$ cat src/rtl/dmem_store_buffer.sv
// Store buffer between the memory-stage data port and a req/ack data memory.
// Stores are posted into a FIFO and drained in the background; loads go straight to memory.
module dmem_store_buffer #(
    parameter int unsigned ADDR_WIDTH = 32,
    parameter int unsigned DATA_WIDTH = 32,
    parameter int unsigned DEPTH      = 4
) (
    input  logic                    clk,
    input  logic                    rst,
    input  logic [ADDR_WIDTH-1:0]   cpu_addr,
    input  logic [DATA_WIDTH-1:0]   cpu_wdata,
    input  logic [DATA_WIDTH/8-1:0] cpu_wmask,
    input  logic                    cpu_we,
    input  logic                    cpu_re,
    output logic [DATA_WIDTH-1:0]   cpu_rdata,
    output logic                    rd_valid,
    output logic                    stall,
    output logic                    mem_req,
    output logic                    mem_we,
    output logic [ADDR_WIDTH-1:0]   mem_addr,
    output logic [DATA_WIDTH-1:0]   mem_wdata,
    output logic [DATA_WIDTH/8-1:0] mem_wmask,
    input  logic                    mem_ack,
    input  logic [DATA_WIDTH-1:0]   mem_rdata
);

    localparam int unsigned MASK_WIDTH  = DATA_WIDTH / 8;
    localparam int unsigned WADDR_WIDTH = ADDR_WIDTH - 2;
    localparam int unsigned PTR_WIDTH   = $clog2(DEPTH);
    localparam int unsigned CNT_WIDTH   = PTR_WIDTH + 1;

    typedef struct packed {
        logic [WADDR_WIDTH-1:0] waddr;
        logic [DATA_WIDTH-1:0]  wdata;
        logic [MASK_WIDTH-1:0]  wmask;
    } entry_t;

    typedef enum logic [1:0] {ST_IDLE, ST_WR, ST_RD} state_t;

    entry_t                r_fifo [DEPTH];
    logic [PTR_WIDTH-1:0]  r_head;
    logic [PTR_WIDTH-1:0]  r_tail;
    logic [CNT_WIDTH-1:0]  r_count;
    state_t                r_state;
    logic                  r_mem_req;
    logic                  r_mem_we;
    logic [ADDR_WIDTH-1:0] r_mem_addr;
    logic [DATA_WIDTH-1:0] r_mem_wdata;
    logic [MASK_WIDTH-1:0] r_mem_wmask;
    logic [DATA_WIDTH-1:0] r_cpu_rdata;
    logic                  r_rd_valid;

    state_t                w_state_nxt;
    logic                  w_mem_req_nxt;
    logic                  w_mem_we_nxt;
    logic [ADDR_WIDTH-1:0] w_mem_addr_nxt;
    logic [DATA_WIDTH-1:0] w_mem_wdata_nxt;
    logic [MASK_WIDTH-1:0] w_mem_wmask_nxt;
    logic [DATA_WIDTH-1:0] w_cpu_rdata_nxt;
    logic                  w_rd_valid_nxt;
    logic                  w_match;
    logic                  w_hit;
    logic                  w_full;
    logic                  w_load;
    logic                  w_enq;
    logic                  w_deq;
    entry_t                w_entry;
    entry_t                w_head_entry;
    logic                  w_unused_addr_lsb;

    assign w_unused_addr_lsb = ^cpu_addr[1:0];

    // Word-address match against every occupied slot, including the one in flight
    always_comb begin
        w_match = 1'b0;
        for (int unsigned i = 0; i < DEPTH; i++) begin
            if (({1'b0, PTR_WIDTH'(PTR_WIDTH'(i) - r_head)} < r_count) &&
                (r_fifo[i].waddr == cpu_addr[ADDR_WIDTH-1:2])) begin
                w_match = 1'b1;
            end
        end
    end

    assign w_hit        = cpu_re && w_match;
    assign w_full       = (r_count == CNT_WIDTH'(DEPTH));
    assign w_load       = cpu_re && !cpu_we;
    assign w_enq        = cpu_we && (cpu_wmask != '0) && !w_full;
    assign w_deq        = (r_state == ST_WR) && mem_ack;
    assign w_entry      = '{waddr: cpu_addr[ADDR_WIDTH-1:2], wdata: cpu_wdata, wmask: cpu_wmask};
    assign w_head_entry = r_fifo[r_head];

    assign stall = (cpu_we && w_full) || (w_load && (w_hit || !r_rd_valid));

    // Memory-port sequencing; loads win over draining when the port is free
    always_comb begin
        w_state_nxt     = r_state;
        w_mem_req_nxt   = r_mem_req;
        w_mem_we_nxt    = r_mem_we;
        w_mem_addr_nxt  = r_mem_addr;
        w_mem_wdata_nxt = r_mem_wdata;
        w_mem_wmask_nxt = r_mem_wmask;
        w_cpu_rdata_nxt = r_cpu_rdata;
        w_rd_valid_nxt  = 1'b0;
        case (r_state)
            ST_IDLE: begin
                if (w_load && !w_hit && !r_rd_valid) begin
                    w_state_nxt    = ST_RD;
                    w_mem_req_nxt  = 1'b1;
                    w_mem_we_nxt   = 1'b0;
                    w_mem_addr_nxt = {cpu_addr[ADDR_WIDTH-1:2], 2'b00};
                end else if (r_count != '0) begin
                    w_state_nxt     = ST_WR;
                    w_mem_req_nxt   = 1'b1;
                    w_mem_we_nxt    = 1'b1;
                    w_mem_addr_nxt  = {w_head_entry.waddr, 2'b00};
                    w_mem_wdata_nxt = w_head_entry.wdata;
                    w_mem_wmask_nxt = w_head_entry.wmask;
                end
            end
            ST_WR: begin
                if (mem_ack) begin
                    w_state_nxt   = ST_IDLE;
                    w_mem_req_nxt = 1'b0;
                end
            end
            ST_RD: begin
                if (mem_ack) begin
                    w_state_nxt     = ST_IDLE;
                    w_mem_req_nxt   = 1'b0;
                    w_cpu_rdata_nxt = mem_rdata;
                    w_rd_valid_nxt  = 1'b1;
                end
            end
            default: w_state_nxt = ST_IDLE;
        endcase
    end

    always_ff @(posedge clk or posedge rst) begin
        if (rst) begin
            r_state     <= ST_IDLE;
            r_mem_req   <= 1'b0;
            r_mem_we    <= 1'b0;
            r_mem_addr  <= '0;
            r_mem_wdata <= '0;
            r_mem_wmask <= '0;
            r_cpu_rdata <= '0;
            r_rd_valid  <= 1'b0;
            r_head      <= '0;
            r_tail      <= '0;
            r_count     <= '0;
        end else begin
            r_state     <= w_state_nxt;
            r_mem_req   <= w_mem_req_nxt;
            r_mem_we    <= w_mem_we_nxt;
            r_mem_addr  <= w_mem_addr_nxt;
            r_mem_wdata <= w_mem_wdata_nxt;
            r_mem_wmask <= w_mem_wmask_nxt;
            r_cpu_rdata <= w_cpu_rdata_nxt;
            r_rd_valid  <= w_rd_valid_nxt;
            if (w_enq) r_tail <= r_tail + PTR_WIDTH'(1);
            if (w_deq) r_head <= r_head + PTR_WIDTH'(1);
            case ({w_enq, w_deq})
                2'b10:   r_count <= r_count + CNT_WIDTH'(1);
                2'b01:   r_count <= r_count - CNT_WIDTH'(1);
                default: r_count <= r_count;
            endcase
        end
    end

    // Payload storage needs no reset; occupancy is tracked by the pointers
    always_ff @(posedge clk) begin
        if (w_enq) r_fifo[r_tail] <= w_entry;
    end

    assign mem_req   = r_mem_req;
    assign mem_we    = r_mem_we;
    assign mem_addr  = r_mem_addr;
    assign mem_wdata = r_mem_wdata;
    assign mem_wmask = r_mem_wmask;
    assign cpu_rdata = r_cpu_rdata;
    assign rd_valid  = r_rd_valid;

endmodule

$ cat config.mk
export PLATFORM = sky130hd
export DESIGN_NAME = dmem_store_buffer
export DESIGN_NICKNAME = d
export VERILOG_FILES = /design/src/rtl/dmem_store_buffer.sv
export SDC_FILE = /design/constraint.sdc
export NUM_CORES = 1
export LEC_CHECK = 0
export CAP_MARGIN = 20
export CORE_UTILIZATION = 56
export DETAILED_ROUTE_END_ITERATION = 10
export PLACE_DENSITY = 0.82
export SETUP_SLACK_MARGIN = 0.4
export SYNTH_ARGS = -nofsm -noshare
export SYNTH_HDL_FRONTEND = slang
export SYNTH_SLANG_ARGS = --single-unit
$ cat constraint.sdc
create_clock -name clk -period 5.35 [get_ports clk]
set_input_delay 1.605 -clock clk [delete_from_list [all_inputs] [get_ports clk]]
set_output_delay 1.605 -clock clk [all_outputs]
set_load 0.01 [all_outputs]
==> results.sh <==
export IMPL_final_cell_mix="264 x edfxtp_1, 173 x clkdlybuf4s50_1, 108 x dfrtp_1, 88 x xor2_1, 84 x buf_4"
export IMPL_max_freq_mhz=191
export IMPL_place_gp_congestion=0.842
export IMPL_status="complete, no violations"
export IMPL_die_area_um2=29800
export IMPL_stdcell_count=1668
export IMPL_leakagePower_uw=0.00769
export IMPL_r2r_end="mem_wmask[0]$_DFFE_PP0P_"
export IMPL_ys_types=44
export IMPL_maxCapViolations=0
export IMPL_htree_levels=2
export IMPL_synth_flop_cell="edfxtp_1"
export IMPL_grt_pass1_wl_um=59500
export IMPL_reg2regPathDepth=10
export IMPL_power_density_nw_per_um2=545
export IMPL_timing_rr_start="r_head[0]$_DFFE_PP0P_"
export IMPL_synthMuxAreaShare_pct=14.4
export IMPL_postCtsHoldBufs=0
export IMPL_drv_slew=0
export IMPL_worstMarginPinSlew_ns=0.958
export IMPL_synth_area_leaders="edfxtp_1 49%, dfrtp_1 17%, mux4_2 9.1%"
export IMPL_port_buffers=204
export IMPL_root_buffer="clkbuf_16"
export IMPL_path_max_fanout=2
export IMPL_finalHoldViolCount=0
export IMPL_grt_pass1_vias=10300
export IMPL_nets=1370
export IMPL_hold_class="flop to flop"
export IMPL_critical_path_required_ns=3.74
export IMPL_syn_instance_count=984
export IMPL_hold_slack_ns=0.489
export IMPL_num_rows=62
export IMPL_clock_path_buffers=3
export IMPL_antenna_found_initial=2
export IMPL_drt_pass1_iter_count=7
export IMPL_cts_tree="done"
export IMPL_final_layout_size_suffix_gt1_share_pct=29.3
export IMPL_final_common_cell="edfxtp_1"
export IMPL_synth_fa_ha_area_share_pct=1.12
export IMPL_timing_reg2reg_setup_slack_ns=1.88
export IMPL_skew_ns=0.0145
export IMPL_crit_path_end="stall"
export IMPL_dp_hpwl_um=23600
export IMPL_rsz0062_at_grt="yes"
export IMPL_hold_path_cell_count=1
export IMPL_routed_wl_um=38400
export IMPL_synthSimpleGateAreaFrac_pct=4.72
export IMPL_grt_max_degree=71
export IMPL_synth_avg_cell_area_um2=16.6
export IMPL_synth_enable_flop_cells=264
export IMPL_syn_area_um2=16300
export IMPL_synth_top_family_by_area="multiplexers"
export IMPL_via_per_inst=5.90
export IMPL_clk_latency_ns=0.53
export IMPL_drcViolationCount=0
export IMPL_numClockSinks=374
export IMPL_setup_tns_final_ns=0
export IMPL_grt_overflow_total=0
export IMPL_crit_start="cpu_addr[4]"
export IMPL_worstSetupPathType="input port to output port"
export IMPL_synth_compound_area_share_pct=4.46
export IMPL_seq_area_frac_synth_pct=65.5
export IMPL_period_needed_ns=5.25
export IMPL_cts_buffers=39
export IMPL_finalCritPeriodShare_pct=98.1
export IMPL_worst_setup_path_start_kind="input port"
export IMPL_ant_nets=0
export IMPL_via_count=9837
export IMPL_fp_coreArea_um2=28700
export IMPL_fp_dieH_um=173
export IMPL_crit_arrival_ns=3.64
export IMPL_drt_iter0_drc=818
export IMPL_ys_warn_count=0
export IMPL_start_util_pct=56.8
export IMPL_setup_violations=0
export IMPL_yosysTopAreaCell="edfxtp_1"
export IMPL_routedWlPerCell_um=23.0
export IMPL_fp_dieW_um=173
export IMPL_io_pins=209
export IMPL_p_total_uw=11300
export IMPL_max_slew_margin_pct=36.1
export IMPL_synth_top_area_share_pct=48.6
export IMPL_synth_seq_cells=374
export IMPL_track_usage_pct=26.1
export IMPL_synthArstFlopShare_pct=29.4
export IMPL_areaGrowthSynthToFinish_pct=27.6
export IMPL_dp_cells=1581
export IMPL_peakVddDrop_mv=0.404
export IMPL_synth_xor_area_share_pct=6.77
export IMPL_clkSlewWorstSetupHoldPaths_ns=0.06
export IMPL_endpoint_kind="output port"
what timing repair did:
| item | in CTS | in global routing |
|---|---|---|
| cloned | 0 | 0 |
| setup endpoints to repair | 1 | 1 |
| setup buffers | 5 | 8 |
| resized for setup | 135 | 58 |
| pin swaps | 27 | 28 |
synth_stat cells, types with 3 or more instances:
cell type  instances
mux4_2            66
mux2_4            27
nor3_1             4
and2_1             5
dfrtp_1          110
a21oi_1           10
nor2b_1           31
xor2_1           104
inv_1             17
buf_12             3
buf_2             38
ha_1              13
mux2_2            38
nor4_1            22
buf_1              5
buf_4              4
mux2_1             3
edfxtp_1         264
xnor2_1           22
nand4_1            7
o21ai_0            5
nor2_1             4
a22oi_1           31
nand3_1            5
clkbuf_1          25
nand2_1           68
a311o_1           30
kinds of logic (layout without fill, tap and decap cells):
kind of cell,count (synthesis),after routing
AOI/OAI and AO/OA,88,88
adders and majority gates,14,14
other,1,4
xor gates and xnor gates,126,126
DFF,374,374
muxes,134,134
buffers and inverters,96,393
and+or+nand+nor,151,151
power breakdown:
part | switching [µW] | total, µW | leakage [µW] | internal, µW
clock | 1080 | 2600 | 0.000612 | 1530
combinational | 2070 | 4330 | 0.00335 | 2270
sequential | 430 | 4410 | 0.00373 | 3980
worst min path at each step:
stage                           endpoint  slack (ns)                       from
2_1_floorplan     r_count[1]$_DFFE_PP0P_        0.50     r_count[1]$_DFFE_PP0P_
3_3_place_gp    mem_wdata[3]$_DFFE_PP0P_        0.47   mem_wdata[3]$_DFFE_PP0P_
3_5_place_dp   mem_wdata[19]$_DFFE_PP0P_        0.49  mem_wdata[19]$_DFFE_PP0P_
4_1_cts        mem_wdata[19]$_DFFE_PP0P_        0.50  mem_wdata[19]$_DFFE_PP0P_
5_1_grt         mem_wdata[3]$_DFFE_PP0P_        0.51   mem_wdata[3]$_DFFE_PP0P_
6_report       mem_wdata[19]$_DFFE_PP0P_        0.49  mem_wdata[19]$_DFFE_PP0P_
metal layers:
layer,track usage [%],share of wire [%],vias up,routed length (µm)
met5,0,0,-,0
met4,8.92,3.0,0,1150
met3,5.98,8.1,77,3120
met2,42.9,49,479,18800
met1,34.6,40,5033,15300
li1,-,-,4248,-
layout make-up:
class	count	area, µm²
multi-input cells	515	5550
flip-flops and latches	374	10700
fillers	1748	7890
repair buffers	303	2770
clock buffers	63	1190
inverters	18	70.1
diodes	2	5.00
clock inverters	9	61.3
well taps	384	480
stage by stage:
stage / area (µm²) / worst slack [ns] / utilization, %
after detailed placement: 19200 / -0.823 / 66.8
after floorplan: 16300 / 0.408 / -
after global routing: 20800 / 0.0324 / 72.5
final: 20800 / 0.104 / 72.5
after global placement: 19200 / -0.763 / 66.8
after CTS: 20500 / 0.175 / 71.5
registers in the layout (all words and copies together), names as in the netlist:
signal     flops
r_tail         2
r_fifo       264
r_head         2
mem_wdata     32
r_count        3
rd_valid       1
mem_we         1
r_state        2
mem_req        1
cpu_rdata     32
mem_addr      30
mem_wmask      4
worst max-delay path, cell delays in order:
cell,delay [ns]
buf_8,0.10
buf_6,0.11
xor2_2,0.18
nor4_2,0.32
buf_4,0.19
nand3_4,0.09
a2111oi_4,0.41
nor4_4,0.10
a211oi_2,0.24
a31o_2,0.17
buf_6,0.11
Note: power is estimated with default switching activity, not from simulation.
